==> src/rtl/bp_pkg.sv <==
// Shared types and default sizing for the gshare + RAS branch predictor.
package bp_pkg;

  typedef enum logic [1:0] {
    COND = 2'd0,
    JUMP = 2'd1,
    CALL = 2'd2,
    RET  = 2'd3
  } br_type_t;

  localparam int XLEN_DEF      = 32;
  localparam int BTB_IDX_W_DEF = 5;
  localparam int PHT_IDX_W_DEF = 5;
  localparam int GHR_W_DEF     = 5;
  localparam int CNT_W_DEF     = 2;
  localparam int RAS_DEPTH_DEF = 4;

endpackage

==> src/rtl/bp_ras.sv <==
// Circular return address stack: a push when full overwrites the oldest entry,
// and a pop when empty is ignored.
module bp_ras
  import bp_pkg::*;
#(
  parameter int XLEN      = XLEN_DEF,
  parameter int RAS_DEPTH = RAS_DEPTH_DEF
) (
  input  logic                             clk,
  input  logic                             reset,
  input  logic                             push_i,
  input  logic                             pop_i,
  input  logic [XLEN-1:0]                  push_addr_i,
  output logic [XLEN-1:0]                  top_o,
  output logic                             empty_o,
  output logic                             full_o,
  output logic [$clog2(RAS_DEPTH+1)-1:0]   count_o
);

  localparam int PTR_W = (RAS_DEPTH > 1) ? $clog2(RAS_DEPTH) : 1;
  localparam int CNT_W = $clog2(RAS_DEPTH + 1);
  localparam logic [PTR_W-1:0] LAST_PTR = PTR_W'(RAS_DEPTH - 1);
  localparam logic [CNT_W-1:0] FULL_CNT = CNT_W'(RAS_DEPTH);

  logic [XLEN-1:0]  mem_q [RAS_DEPTH];
  logic [PTR_W-1:0] ptr_q, ptr_d;
  logic [CNT_W-1:0] cnt_q, cnt_d;
  logic [PTR_W-1:0] ptr_inc, ptr_dec;

  // ptr_q names the next slot to write; the top sits one slot behind it.
  assign ptr_inc = (ptr_q == LAST_PTR) ? '0 : ptr_q + 1'b1;
  assign ptr_dec = (ptr_q == '0) ? LAST_PTR : ptr_q - 1'b1;

  assign top_o   = mem_q[ptr_dec];
  assign empty_o = (cnt_q == '0);
  assign full_o  = (cnt_q == FULL_CNT);
  assign count_o = cnt_q;

  always_comb begin
    ptr_d = ptr_q;
    cnt_d = cnt_q;
    if (push_i) begin
      ptr_d = ptr_inc;
      if (!full_o) cnt_d = cnt_q + 1'b1;
    end else if (pop_i && !empty_o) begin
      ptr_d = ptr_dec;
      cnt_d = cnt_q - 1'b1;
    end
  end

  always_ff @(posedge clk) begin
    if (reset) begin
      ptr_q <= '0;
      cnt_q <= '0;
    end else begin
      ptr_q <= ptr_d;
      cnt_q <= cnt_d;
    end
  end

  always_ff @(posedge clk) begin
    if (push_i) mem_q[ptr_q] <= push_addr_i;
  end

endmodule

==> src/rtl/gshare_ras_predictor.sv <==
// Next-PC predictor: direct-mapped BTB, gshare direction counters and a return
// address stack, all read combinationally from pre-update state.
module gshare_ras_predictor
  import bp_pkg::*;
#(
  parameter int XLEN      = XLEN_DEF,
  parameter int BTB_IDX_W = BTB_IDX_W_DEF,
  parameter int PHT_IDX_W = PHT_IDX_W_DEF,
  parameter int GHR_W     = GHR_W_DEF,
  parameter int CNT_W     = CNT_W_DEF,
  parameter int RAS_DEPTH = RAS_DEPTH_DEF
) (
  input  logic             clk,
  input  logic             reset,
  input  logic [XLEN-1:0]  fetch_pc,
  output logic [XLEN-1:0]  pred_pc,
  output logic             pred_taken,
  output logic [GHR_W-1:0] pred_ghr,
  input  logic             upd_valid,
  input  logic [XLEN-1:0]  upd_pc,
  input  logic [XLEN-1:0]  upd_target,
  input  logic [1:0]       upd_type,
  input  logic             upd_taken,
  input  logic [GHR_W-1:0] upd_ghr
);

  localparam int BTB_N = 1 << BTB_IDX_W;
  localparam int PHT_N = 1 << PHT_IDX_W;
  localparam int TAG_W = XLEN - BTB_IDX_W - 2;
  localparam logic [CNT_W-1:0] CNT_MAX    = {CNT_W{1'b1}};
  localparam logic [XLEN-1:0]  INSN_BYTES = XLEN'(4);

  if (GHR_W > PHT_IDX_W) begin : g_bad_ghr_w
    $error("GHR_W must not exceed PHT_IDX_W");
  end
  if (CNT_W < 1) begin : g_bad_cnt_w
    $error("CNT_W must be at least 1");
  end
  if (RAS_DEPTH < 1) begin : g_bad_ras_depth
    $error("RAS_DEPTH must be at least 1");
  end

  function automatic logic [CNT_W-1:0] sat_inc(input logic [CNT_W-1:0] c);
    return (c == CNT_MAX) ? c : c + 1'b1;
  endfunction

  function automatic logic [CNT_W-1:0] sat_dec(input logic [CNT_W-1:0] c);
    return (c == '0) ? c : c - 1'b1;
  endfunction

  logic [BTB_N-1:0] btb_vld_q;
  logic [TAG_W-1:0] btb_tag_q [BTB_N];
  logic [XLEN-1:0]  btb_tgt_q [BTB_N];
  br_type_t         btb_typ_q [BTB_N];
  logic [CNT_W-1:0] pht_q [PHT_N];
  logic [GHR_W-1:0] ghr_q, ghr_d;

  logic                 upd_en;
  logic                 upd_cond;
  br_type_t             upd_typ;
  logic [BTB_IDX_W-1:0] upd_bidx;
  logic [TAG_W-1:0]     upd_tag;
  logic [PHT_IDX_W-1:0] upd_pidx;

  // Reset wins over a coincident update so nothing resolved that cycle survives.
  assign upd_en   = upd_valid & ~reset;
  assign upd_typ  = br_type_t'(upd_type);
  assign upd_cond = upd_en && (upd_typ == COND);
  assign upd_bidx = upd_pc[BTB_IDX_W+1:2];
  assign upd_tag  = upd_pc[XLEN-1:BTB_IDX_W+2];
  assign upd_pidx = upd_pc[PHT_IDX_W+1:2] ^ PHT_IDX_W'(upd_ghr);

  always_ff @(posedge clk) begin
    if (reset) begin
      btb_vld_q <= '0;
    end else if (upd_en && upd_taken) begin
      btb_vld_q[upd_bidx] <= 1'b1;
    end
  end

  always_ff @(posedge clk) begin
    if (upd_en && upd_taken) begin
      btb_tag_q[upd_bidx] <= upd_tag;
      btb_tgt_q[upd_bidx] <= upd_target;
      btb_typ_q[upd_bidx] <= upd_typ;
    end
  end

  always_ff @(posedge clk) begin
    if (reset) begin
      for (int i = 0; i < PHT_N; i++) pht_q[i] <= CNT_MAX;
    end else if (upd_cond) begin
      pht_q[upd_pidx] <= upd_taken ? sat_inc(pht_q[upd_pidx])
                                   : sat_dec(pht_q[upd_pidx]);
    end
  end

  always_comb begin
    ghr_d = ghr_q;
    if (upd_cond) ghr_d = (ghr_q << 1) | GHR_W'(upd_taken);
  end

  always_ff @(posedge clk) begin
    if (reset) ghr_q <= '0;
    else       ghr_q <= ghr_d;
  end

  logic [XLEN-1:0]                  ras_top;
  logic                             ras_empty;
  logic                             unused_ras_full;
  logic [$clog2(RAS_DEPTH+1)-1:0]   unused_ras_count;

  bp_ras #(
    .XLEN      (XLEN),
    .RAS_DEPTH (RAS_DEPTH)
  ) u_ras (
    .clk         (clk),
    .reset       (reset),
    .push_i      (upd_en && (upd_typ == CALL)),
    .pop_i       (upd_en && (upd_typ == RET)),
    .push_addr_i (upd_pc + INSN_BYTES),
    .top_o       (ras_top),
    .empty_o     (ras_empty),
    .full_o      (unused_ras_full),
    .count_o     (unused_ras_count)
  );

  logic [BTB_IDX_W-1:0] fetch_bidx;
  logic [TAG_W-1:0]     fetch_tag;
  logic [PHT_IDX_W-1:0] fetch_pidx;
  logic                 fetch_hit;

  assign fetch_bidx = fetch_pc[BTB_IDX_W+1:2];
  assign fetch_tag  = fetch_pc[XLEN-1:BTB_IDX_W+2];
  assign fetch_pidx = fetch_pc[PHT_IDX_W+1:2] ^ PHT_IDX_W'(ghr_q);
  assign fetch_hit  = btb_vld_q[fetch_bidx] && (btb_tag_q[fetch_bidx] == fetch_tag);

  always_comb begin
    pred_pc    = fetch_pc + INSN_BYTES;
    pred_taken = 1'b0;
    if (fetch_hit) begin
      case (btb_typ_q[fetch_bidx])
        COND: begin
          if (pht_q[fetch_pidx][CNT_W-1]) begin
            pred_pc    = btb_tgt_q[fetch_bidx];
            pred_taken = 1'b1;
          end
        end
        JUMP, CALL: begin
          pred_pc    = btb_tgt_q[fetch_bidx];
          pred_taken = 1'b1;
        end
        RET: begin
          pred_pc    = ras_empty ? btb_tgt_q[fetch_bidx] : ras_top;
          pred_taken = 1'b1;
        end
        default: ;
      endcase
    end
  end

  assign pred_ghr = ghr_q;

endmodule

==> config.mk <==
export PLATFORM = sky130hd
export DESIGN_NAME = gshare_ras_predictor
export DESIGN_NICKNAME = d
export VERILOG_FILES = /design/src/rtl/bp_pkg.sv /design/src/rtl/bp_ras.sv /design/src/rtl/gshare_ras_predictor.sv
export SDC_FILE = /design/constraint.sdc
export NUM_CORES = 2
export LEC_CHECK = 0
export ABC_AREA = 1
export ABC_CLOCK_PERIOD_IN_PS = 7800
export BUFFER_PORTS_ARGS = -buffer_cell sky130_fd_sc_hd__buf_2
export CORE_UTILIZATION = 60
export CTS_BUF_LIST = sky130_fd_sc_hd__clkbuf_8
export DETAILED_ROUTE_END_ITERATION = 10
export PLACE_DENSITY = 0.77
export SLEW_MARGIN = 0
export SYNTH_ARGS = -nofsm -noshare
export SYNTH_HDL_FRONTEND = slang
export SYNTH_HIERARCHICAL = 1
export SYNTH_SLANG_ARGS = --single-unit
==> constraint.sdc <==
create_clock -name clk -period 7.8 [get_ports clk]
set_clock_uncertainty 0.2 [all_clocks]
set_input_delay 0.78 -clock clk [delete_from_list [all_inputs] [get_ports clk]]
set_output_delay 0.78 -clock clk [all_outputs]
set_load 0.005 [all_outputs]
# After elaboration in Yosys (flattened, before gate mapping)
# Memory sizes are Yosys's and may differ from the RTL's.
# Index checks and enable logic that the tools add are counted.
[totals]
register_bits = 42
ram_bits = 2080
mem_count = 5
[classes]
addsub = 8
n_lt_le_gt_ge = 3
eq_ne = 10
muxes = 33
bitwise = 6
n_reduce_logical = 18
[mem_list]
columns = ["name", "words", "word_bits", "rd", "rd_ports_with_merged_regs", "wr", "line_no", "source"]
rows = [
  ["btb_tgt_q", 32, 32, 1, 0, 1, "gshare_ras_predictor.sv:53", "logic [XLEN-1:0] btb_tgt_q [BTB_N];"],
  ["btb_tag_q", 32, 25, 1, 0, 1, "gshare_ras_predictor.sv:52", "logic [TAG_W-1:0] btb_tag_q [BTB_N];"],
  ["u_ras.mem_q", 4, 32, 1, 0, 1, "bp_ras.sv:25", "logic [XLEN-1:0] mem_q [RAS_DEPTH];"],
  ["btb_typ_q", 32, 2, 1, 0, 1, "gshare_ras_predictor.sv:54", "br_type_t btb_typ_q [BTB_N];"],
  ["pht_q", 32, 2, 2, 0, 32, "gshare_ras_predictor.sv:55", "logic [CNT_W-1:0] pht_q [PHT_N];"],
]
[ops]
columns = ["op", "count"]
rows = [
  ["$mux W32", 3],
  ["$pmux W32 S3", 1],
  ["$add A32 B3 Y32 const B", 2],
  ["$or A32 B32 Y32", 1],
  ["$eq A25 B25 Y1", 1],
  ["$mux W2", 8],
  ["$mux W1", 14],
  ["$eq A2 B2 Y1 const B", 6],
  ["$lt A5 B6 Y1 const B", 2],
  ["$xor A5 B5 Y5", 2],
  ["$mux W3", 3],
  ["$logic_not A2 Y1", 4],
  ["$logic_and A1 B1 Y1", 7],
  ["$bmux W1 S5", 1],
  ["$demux W1 S5", 1],
  ["$ge A5 B1 Y1 const B", 1],
  ["$mux W5", 1],
  ["$or A5 B1 Y5", 1],
  ["$add A2 B1 Y2 const B", 2],
  ["$reduce_or A2 Y1", 2],
  ["$sub A2 B1 Y2 const B", 2],
  ["$add A3 B1 Y3 const B", 1],
  ["$eq A3 B3 Y1 const B", 1],
  ["$logic_not A3 Y1", 1],
  ["other kinds (10)", 10],
]

# Logic depth before layout (Yosys ltp)
[depth]
word_depth = 8
mapped_depth = 25
ltp_nobuf = 19

# By module
# The synthesis kept the hierarchy.
[by_module_without_submodules]
columns = ["mod", "n_inst", "cells_each", "area_per_inst_um2", "seq_area_each_um2"]
rows = [
  ["gshare_ras_predictor", 1, 7556, 84289.6, 59356.9],
  ["bp_ras", 1, 442, 5340.1, 3943.8],
]

# Least setup slack after synthesis
# Ideal clock, no wire load.
[synth_path]
path_type = "in2out"
from = "input port fetch_pc[2]"
to = "output port pred_pc[7]"
t_arrival_ns = 3.662
slack_ns = 3.158
stages = 24
n_path_buf = 10
cell_sequence = "buf_6 > inv_4 > buf_6 > buf_4 > buf_4 > buf_2 > buf_2 > buf_4 > buf_2 > o21ai_0 > o221ai_1 > o211ai_1 > nand4_1 > nand2_1 > ha_1 > clkbuf_1 > inv_1 > clkbuf_1 > nand3_1 > nand2_1 > clkinv_1 > nand3_1 > nand2_1 > inv_1"
[synth_between]
elab_chain_cells = 5
elab_cells_between_ends = 19
classes_between = "add/sub (1); eq/ne (4); mux (6); bitwise (1); reduce/logical (3); memory (4)"
[synth_lines]
columns = ["item", "line_no", "source"]
rows = [
  ["start, declared", "gshare_ras_predictor.sv:15", "input logic [XLEN-1:0] fetch_pc,"],
  ["parallel branches: the longest is 4 deep, another holds $add A32 B3 Y32", "-", ""],
  ["$mux W32 *", "gshare_ras_predictor.sv:141", "if (fetch_hit) begin"],
  ["end, declared", "gshare_ras_predictor.sv:16", "output logic [XLEN-1:0] pred_pc,"],
]
# Every way passes the cells marked *. The select of a mux whose other input is x is not followed.

# Final worst setup path
[layout_path]
from = "input port fetch_pc[2]"
to = "output port pred_pc[13]"
# Same word-level chain as after synthesis.

==> results by stage <==
Setup path:
- The depth of the most critical reg-to-reg path is 7.
- The top cell family by delay on the critical path is simple AND/OR/NAND/NOR gates.
- The signal on the critical path passes through buf_8 -> inv_16 -> buf_12 -> nand2_1 -> nand3_1 -> a21oi_1 -> nor2_1 -> nand2_1 -> nand2_1 -> nand2_1 -> nand4_1 -> nor2_1 -> nand2_1 -> nor2_4 -> nand2_4 -> nor2_1 -> nor2_1 -> buf_2.
- The worst register-to-register path has a setup slack of 5.02 ns.
- The critical path crosses 18 cells after its start point.
- The critical path in this run is classified as input port to output port.
- The number of buffer and inverter instances along the worst setup path is 4.
- The endpoint identified for the worst register-to-register timing path is pht_q[20][0]$_SDFFCE_PN1P_.
- In this run the worst path has a maximum fanout of 241.
- The maximum single-stage delay on the critical path is 0.60 ns.
- Data on the critical path arrives at its endpoint at 5.96 ns.
- The cell that appears most often on the critical path is sky130_fd_sc_hd__nand2_1.
- STA classifies the critical path endpoint as an output port.
- The worst setup path is launched from an input port.
- The largest individual stage delay along the critical path comes from the cell sky130_fd_sc_hd__nor2_4.
- STA puts the critical path data required time at 6.82 ns.
- The startpoint identified for the worst register-to-register timing path is pht_q[11][1]$_SDFFCE_PN1P_.

Min path:
- The worst hold endpoint is btb_tgt_q[13][17]$_DFFE_PP_.
- In this run the most critical hold path is launched from upd_target[17].
- The number of stages on the worst hold path is 1.
- The min-delay analysis places its worst path in the category input port to register.

Timing:
- The number of max-slew violations in the final report is 0.
- The final total negative setup slack is 0 ns.
- Dividing the final minimum period by the clock period gives 0.8895.
- The number of setup violations in the final report is 0.
- The maximum clock frequency is 144.1 MHz.
- The hold violation total from the final report is 0.
- The max-slew headroom at the worst pin is 0.001361.
- The pin slew with the least headroom to its limit is 1.494 ns.
- The minimum hold slack is 0.07391 ns.
- The final worst setup slack is 0.8616 ns.
- Subtracting the final worst setup slack from the clock period gives 6.938 ns.
- Setup repair after global routing left no endpoint under its margin.

Logic synthesis:
- The number of synthesis warnings is 6.
- The number of nets handed over by synthesis was 8118.
- The cell count after synthesis came out at 7997.
- The post-synthesis instance area is 0.08963 mm².
- Averaged over all synthesized cells, the footprint is 11.21 µm².

Global routing:
- The first-pass GRT wire length is 393200 µm.
- Entering global routing, the biggest net connects 241 pins.
- Summed over all layers, the global routing overflow is 0.
- The number of antenna violations at the first check in global routing is 12.
- The number of global-route vias before repair is 61330.
- For this run, the total global-route usage over all layers was measured as 0.3557.

Routing:
- Dividing the detail-routed via count by the number of cells gives 6.227.
- After detailed routing, the number of remaining DRC violations is 0.
- The number of optimization iterations in the first detailed-route pass is 8.
- For this block, the routed nets add up to 270400 µm of wire.
- The detail route stage leaves a number of antenna-violating nets equal to 0.
- The total via count in the routed design is 64430.
- In this run, the number of DRC markers left after iteration 0 of detailed routing was 10180.
- In the final routed layout, each cell accounts on average for 26.14 µm.

Clock tree:
- The clock transition time at the flip-flop clock pins of the worst setup and hold paths is 0.06 ns.
- The H-tree generated during clock tree synthesis spans 5 levels.
- Post-CTS timing repair inserted 0 buffers for setup.
- The number of buffers created by CTS is 347.
- The clock insertion delay at the later pin of the skew report is 1.08 ns.
- TritonCTS built the clock tree.
- The library cell used as clock root buffer is sky130_fd_sc_hd__clkbuf_8.
- The clock net in this run drives a total of 2122 sinks.
- The clock passes through at most 4 buffers.

Placement:
- Prior to clock tree synthesis, the placed netlist has a worst setup slack of 1.621 ns.
- Buffers placed on the I/O ports in this run total 144.
- The placer's final routability congestion estimate is 0.9535.
- The HPWL after detailed placement is 148800 µm.

Floorplan:
- The total I/O pin count is 145.
- The die covers 0.1509 mm².
- The initialized floorplan defines 141 standard-cell rows.
- For this configuration, the core starts out at a cell density of 0.6055.
- In this run the vertical extent of the chip is 388.5 µm.
- The floorplan die width is 388.5 µm.
- In this run the standard cell core region covers 0.1480 mm².

Power and ir drop:
- The ratio of total power to cell area is 235.8 mW/mm².
- The worst-case IR drop observed on VDD is 222.6 µV.
- The leakage power summed over all cells is 35.18 nW.
- Overall power consumption after layout is estimated at 23.20 mW.

Outcome:
- The checks that failed: capacitance limit.
- The flow ran to the end, but the final reports show violations.

Flow run:
- Across the run, the number of max-cap violations was 1.

Final layout:
- The area growth from synthesis to layout is 9.751%.
- In the final layout, the share of cells above drive strength 1 is 0.08799.
- Measured on the finished design, the core utilization comes to 0.6646.
- In the final design database the tool counted 8285 nets.
how the worst max path moves through the flow:
stage / from / to / slack, ns
floorplan: fetch_pc[2] / pred_pc[7] / 3.16
finish: fetch_pc[2] / pred_pc[13] / 0.86
global route: fetch_pc[2] / pred_pc[13] / 0.96
global placement: fetch_pc[2] / pred_pc[28] / 1.68
detailed placement: fetch_pc[2] / pred_pc[13] / 1.62
CTS: fetch_pc[2] / pred_pc[13] / 1.60
cell type report:
cell class	instances	area, µm²
Antenna cell	7	17.52
Clock buffer	361	4969
Clock inverter	234	1085
Fill cell	10640	49650
Inverter	296	1150
Multi-Input combinational cell	5097	23060
Sequential cell	2122	63300
Tap cell	1930	2415
Timing Repair Buffer	300	2366
metrics by stage:
step	cells	instance area (µm²)
after floorplan	7997	89630
after global placement	9708	91920
after detailed placement	9708	91920
after CTS	10340	98350
after global routing	10340	98350
final	10350	98370
report_power, final:
part	internal, mW	leakage [nW]	switching, mW
registers	12.6	18.9	0.0129
logic	0.433	12.7	1.42
clock network	4.42	3.52	4.35
what timing repair did:
action | in CTS | in global routing
setup endpoints to repair | 0 | 0
hold endpoints to repair | 725 | 0
hold buffers | 37 | 0
resized for setup | 0 | 0
metal layers:
layer	vias to the layer above	part of all wire	global-route usage	routed length (µm)
met3	829	0.13	0.09580	36080
met2	4610	0.44	0.5261	119600
met4	12	0.056	0.1848	15180
met1	30680	0.37	0.4864	99550
met5	-	0.00030	0	82
li1	28300	-	-	-
cells in the final DEF (no fill, tap or decap), types with 42 or more instances in the layout:
| cell | n |
|---|---|
| sky130_fd_sc_hd__a21oi_1 | 91 |
| sky130_fd_sc_hd__inv_1 | 379 |
| sky130_fd_sc_hd__clkinv_1 | 92 |
| sky130_fd_sc_hd__buf_4 | 92 |
| sky130_fd_sc_hd__nand4_1 | 49 |
| sky130_fd_sc_hd__nand3_1 | 700 |
| sky130_fd_sc_hd__o22ai_1 | 126 |
| sky130_fd_sc_hd__buf_2 | 140 |
| sky130_fd_sc_hd__nor2_1 | 1171 |
| sky130_fd_sc_hd__edfxtp_1 | 2080 |
| sky130_fd_sc_hd__clkbuf_8 | 362 |
| sky130_fd_sc_hd__o21ai_1 | 86 |
| sky130_fd_sc_hd__dfxtp_1 | 42 |
| sky130_fd_sc_hd__o211ai_1 | 123 |
| sky130_fd_sc_hd__nand2_1 | 1829 |
| sky130_fd_sc_hd__xor2_1 | 43 |
| sky130_fd_sc_hd__o21ai_0 | 713 |
flip-flops by register name (all words and copies together), names as in the netlist:
register / cells
u_ras/count_o: 3
btb_tgt_q: 1024
u_ras/mem_q: 128
pht_q: 64
pred_ghr: 5
btb_typ_q: 64
btb_vld_q: 32
btb_tag_q: 800
u_ras/ptr_q: 2
Note: power is estimated with default switching activity, not from simulation.
